`src/rtl/lut_factorial_dispatch.sv`:
```
`timescale 1ns/1ps
// lut_factorial_dispatch: FIFO-buffered request front-end for lut_factorial_cond with local overflow reject and a watchdog.
// Ports:
//   clk_32b, rst_32b              clock, async active-high reset
//   req_valid/req_ready/req_number  request input (FIFO push)
//   source_number_32b, start      operand and one-cycle start pulse to the core
//   factorial, output_ready       core result and its level-valid
//   res_valid/res_ready           held result handshake
//   res_number, res_factorial     operand and n! (0 on overflow/timeout)
//   res_overflow, res_timeout     n > 20 rejected / core never answered
//   busy                          FSM not IDLE or FIFO non-empty
module lut_factorial_dispatch #(
  parameter int DEPTH   = 4,
  parameter int TIMEOUT = 1023
) (
  input  logic        clk_32b,
  input  logic        rst_32b,
  input  logic        req_valid,
  output logic        req_ready,
  input  logic [31:0] req_number,
  output logic [31:0] source_number_32b,
  output logic        start,
  input  logic [63:0] factorial,
  input  logic        output_ready,
  output logic        res_valid,
  input  logic        res_ready,
  output logic [31:0] res_number,
  output logic [63:0] res_factorial,
  output logic        res_overflow,
  output logic        res_timeout,
  output logic        busy
);
  localparam int AW = $clog2(DEPTH);
  localparam int WW = $clog2(TIMEOUT + 1);
  typedef enum logic [1:0] {IDLE, ISSUE, WAIT, HOLD} state_t;
  state_t        state;
  logic [31:0]   mem [DEPTH];
  logic [AW-1:0] wr_ptr, rd_ptr;
  logic [AW:0]   count;
  logic [31:0]   cur_n;
  logic [WW-1:0] wd;
  logic          push, pop;
  logic [31:0]   head;
  assign req_ready = count != (AW + 1)'(DEPTH);
  assign busy      = state != IDLE || count != '0;
  assign push      = req_valid && req_ready;
  assign pop       = state == IDLE && count != '0 && !res_valid;
  assign head      = mem[rd_ptr];
  always_ff @(posedge clk_32b)
    if (push) mem[wr_ptr] <= req_number;
  always_ff @(posedge clk_32b or posedge rst_32b)
    if (rst_32b) begin
      state             <= IDLE;
      wr_ptr            <= '0;
      rd_ptr            <= '0;
      count             <= '0;
      cur_n             <= '0;
      wd                <= '0;
      source_number_32b <= '0;
      start             <= 1'b0;
      res_valid         <= 1'b0;
      res_number        <= '0;
      res_factorial     <= '0;
      res_overflow      <= 1'b0;
      res_timeout       <= 1'b0;
    end else begin
      wr_ptr <= wr_ptr + AW'(push);
      rd_ptr <= rd_ptr + AW'(pop);
      count  <= count + (AW + 1)'(push) - (AW + 1)'(pop);
      start  <= 1'b0;
      case (state)
        IDLE: if (pop) begin
          cur_n <= head;
          if (head > 32'd20) begin
            res_number    <= head;
            res_factorial <= '0;
            res_overflow  <= 1'b1;
            res_timeout   <= 1'b0;
            res_valid     <= 1'b1;
            state         <= HOLD;
          end else begin
            source_number_32b <= head;
            start             <= 1'b1;
            state             <= ISSUE;
          end
        end
        ISSUE: begin
          wd    <= '0;
          state <= WAIT;
        end
        WAIT: if (output_ready) begin
          res_number    <= cur_n;
          res_factorial <= factorial;
          res_overflow  <= 1'b0;
          res_timeout   <= 1'b0;
          res_valid     <= 1'b1;
          state         <= HOLD;
        end else if (wd == WW'(TIMEOUT - 1)) begin
          // wd counts WAIT edges already spent; this edge is the TIMEOUT-th
          res_number    <= cur_n;
          res_factorial <= '0;
          res_overflow  <= 1'b0;
          res_timeout   <= 1'b1;
          res_valid     <= 1'b1;
          state         <= HOLD;
        end else begin
          wd <= wd + 1'b1;
        end
        HOLD: if (res_ready) begin
          res_valid <= 1'b0;
          state     <= IDLE;
        end
        default: state <= IDLE;
      endcase
    end
endmodule
```
`config.mk`:
```
export PLATFORM = sky130hd
export DESIGN_NAME = lut_factorial_dispatch
export DESIGN_NICKNAME = d
export VERILOG_FILES = /design/src/rtl/lut_factorial_dispatch.sv
export SDC_FILE = /design/constraint.sdc
export NUM_CORES = 1
export LEC_CHECK = 0
export CAP_MARGIN = 20
export CORE_MARGIN = 10
export CORE_UTILIZATION = 25
export DETAILED_ROUTE_END_ITERATION = 16
export PLACE_DENSITY = 0.51
export SLEW_MARGIN = 15
export SYNTH_ARGS = -nofsm -noshare
export SYNTH_HDL_FRONTEND = slang
export SYNTH_SLANG_ARGS = --single-unit
```
`constraint.sdc`:
```
create_clock -name clk_32b -period 5.95 [get_ports clk_32b]
set_clock_uncertainty 0.05 [all_clocks]
set_input_delay 1.19 -clock clk_32b [delete_from_list [all_inputs] [get_ports clk_32b]]
set_output_delay 1.19 -clock clk_32b [all_outputs]
set_load 0.01 [all_outputs]
```
==> results.md <==
- Vias/cell: 4.516
- Period utilization: 72.64%
- Most frequent cells in the layout: clkdlybuf4s50_1 (234), dfrtp_1 (181), edfxtp_1 (128)
- Slew at the pin closest to its max-slew limit: 0.9513 ns
- Yosys cell types: 47
- Synth top area share: 37.62%
- Sequential area share after synthesis: 69.20%
- Register-to-Register Path Depth: 9
- H-tree depth: 2
- CP Launch Type: flop
- DRC violations left: 0
- Min Tclk post-route: 4.322 ns
- Async S/R FF share, synth: 58.84%
- FMAX: 231.4 MHz
- Grt met2 use: 18.51%
- Area growth syn-to-layout: 35.72%
- Final hold slack: 0.4386 ns
- Final Hold Fails: 0
- CTS max path bufs: 3
- Die H: 240.7 um
- 1st-iter DRT viols: 529
- Critical Path RT: 6.32 ns
- Met1 Track Usage GR: 14.73%
- Critical path fanouts, max: 33
- PortBufs: 234
- Antenna Cells: 0
- Final instance area: 0.01652 mm2
- Most common library cell in the layout ignoring fill and taps: clkdlybuf4s50_1
- Max_slew headroom: 36.58%
- Fill count: 4701
- Max_cap viols: 0
- Arrival time at the worst endpoint: 4.70 ns
- Core Area: 0.04795 mm2
- Largest net degree at the start of global routing: 102
- All-Layer GR Usage: 11.66%
- Total CTS buffers: 37
- Setup_tns: 0 ns
- Status: complete, no violations
- RSZ-0062 raised after global routing: no
- Leakage: 0.006707 uW
- CTS Hold Buffers Added: 0
- Std-Cell Rows: 80
- Antenna Nets Post-Route: 0
- Post-CTS Setup Bufs: 0
- Critical Path End Type: flop
- Layer carrying the most global-route usage: met2
- Initial antenna violation count: 0
- Leading post-synthesis cells by cell area: dfrtp_1 (38%), edfxtp_1 (32%), mux4_2 (5.9%)
- First-pass GRT wire length: 51.78 mm
- Total number of vias: 7708
- Total power: 8620 uW
- Pwr Density: 521.8 mW/mm2
- Placer congestion estimate: 0.7222
- Post-Route WL: 34.25 mm
- I/O Pins: 235
- GR Util met3: 3.718%
- Dpl hpwl: 22.80 mm
- Die ar.: 0.05792 mm2
- CTS resizes: 0
- Final setup viols: 0
- Yosys warns: 0
- CTS tree: yes
- Proportion of layout cells with a drive suffix above 1: 11.45%
- Drt pass-1 iters: 5
- CTS clk-pin slew, worst paths: 0.06 ns
- Clk_lat worst skew: 0.56 ns
- DP Area: 0.01521 mm2
- Net Count, Synth: 938
- Top cell type by total area after synthesis: dfrtp_1
- Wirelength per Cell: 20.07 um
- Total congestion overflow: 0
- Final Max Slew Viols: 0
- EDFF count, synth: 128
- Hold depth: 1
- Num Clock Sinks: 311
- Starting density of the core: 25.39%
- Synth Instances: 826
- Crit Path Category: reg -> reg
- Top_reg_cell synth: dfrtp_1
- Vias in the first global route: 8094
- Clock root buffer: clkbuf_16
- FF+latch count, synth: 311
- Mean Syn Cell Area: 14.74 um2
- Worst vdd ir: 0.2213 mV
- Worst hold path type: reg -> reg
- Nets: 1177
- Post-synthesis cell area: 0.01217 mm2
- Die Wd: 240.7 um
synthesized netlist by cell type (all sizes together) (2+ instances only):
cell	instances
buf	29
nor2	49
nor3b	2
mux2	5
clkbuf	22
ha	10
edfxtp	128
nor4	6
nand2	105
a22o	64
nand3	5
xnor2	3
nor3	5
a31oi	32
and3	4
nand4	5
nor2b	28
mux2i	32
dfrtp	183
o21a	34
mux4	32
xor2	9
inv	12
a21oi	3
o21ai	5
routing by layer:
layer / routed length [um] / vias up / part of all wire, %
met1: 14740 / 3900 / 43
li1: - / 3529 / -
met3: 2746 / 52 / 8.0
met2: 15930 / 227 / 47
met5: 0 / - / 0
met4: 834 / 0 / 2.4
worst max-delay path, stage by stage (launching register included):
cell     delay (ns)
dfrtp_2        0.84
buf_4          0.37
mux4_2         0.58
o21a_1         0.20
o21ai_0        0.35
or3b_1         0.57
buf_4          0.34
nor2_2         0.14
buf_4          0.34
mux2_2         0.38
per-stage QoR:
stage	cells	worst slack, ns	util (%)
after floorplan	826	1.722	-
after detailed placement	1641	1.515	31.72
after CTS	1707	1.482	34.46
after global placement	1641	1.516	31.72
final	1707	1.628	34.46
after global routing	1707	1.335	34.46
logic make-up after synthesis:
logic type | Yosys count | share of synthesized area (%)
adders and majority gates | 11 | 1.192
xor gates and xnor gates | 12 | 0.8635
buffers and inverters | 63 | 2.570
AOI/OAI and AO/OA | 147 | 9.405
and+or+nand+nor | 213 | 7.760
DFF | 311 | 69.20
muxes | 69 | 9.014
final cells by class:
class                      instances  area (um2)  share of cell area (%)
timing repair buffer             251        2495                   15.10
multi-input combinational        452        3472                   21.02
tap                              615       769.5                   4.658
clock buffer                      46        1011                   6.119
clock inverter                    20       299.0                   1.810
inverter                          12       48.80                  0.2954
sequential                       311        8426                   51.00
power by group:
group | switching [uW] | total [uW] | internal [uW]
Clock | 931 | 2410 | 1480
Sequential | 380 | 3240 | 2860
Combinational | 1550 | 2970 | 1420
Total | 2860 | 8620 | 5760
registers in the layout, summed over array words and instances, names as in the netlist:
| signal | cells |
|---|---|
| mem | 128 |
| res_timeout | 1 |
| count | 3 |
| res_valid | 1 |
| state | 2 |
| res_number | 32 |
| rd_ptr | 2 |
| source_number_32b | 32 |
| res_factorial | 64 |
| start | 1 |
| cur_n | 32 |
| res_overflow | 1 |
| wr_ptr | 2 |
| wd | 10 |
path summary, 6_finish.rpt:
check / startpoint / endpoint / slack (ns)
max: rd_ptr[0]$_DFF_PP0_ / source_number_32b[4]$_DFFE_PP0P_ / 1.63
max in group asynchronous: rst_32b / res_factorial[58]$_DFFE_PP0P_ / 3.63
min in group asynchronous: rst_32b / source_number_32b[15]$_DFFE_PP0P_ / 1.09
min reg2reg: res_number[16]$_DFFE_PP0P_ / res_number[16]$_DFFE_PP0P_ / 0.44
max reg2reg: rd_ptr[0]$_DFF_PP0_ / source_number_32b[4]$_DFFE_PP0P_ / 1.63
min: res_number[16]$_DFFE_PP0P_ / res_number[16]$_DFFE_PP0P_ / 0.44
(Power assumes the default switching activity.)
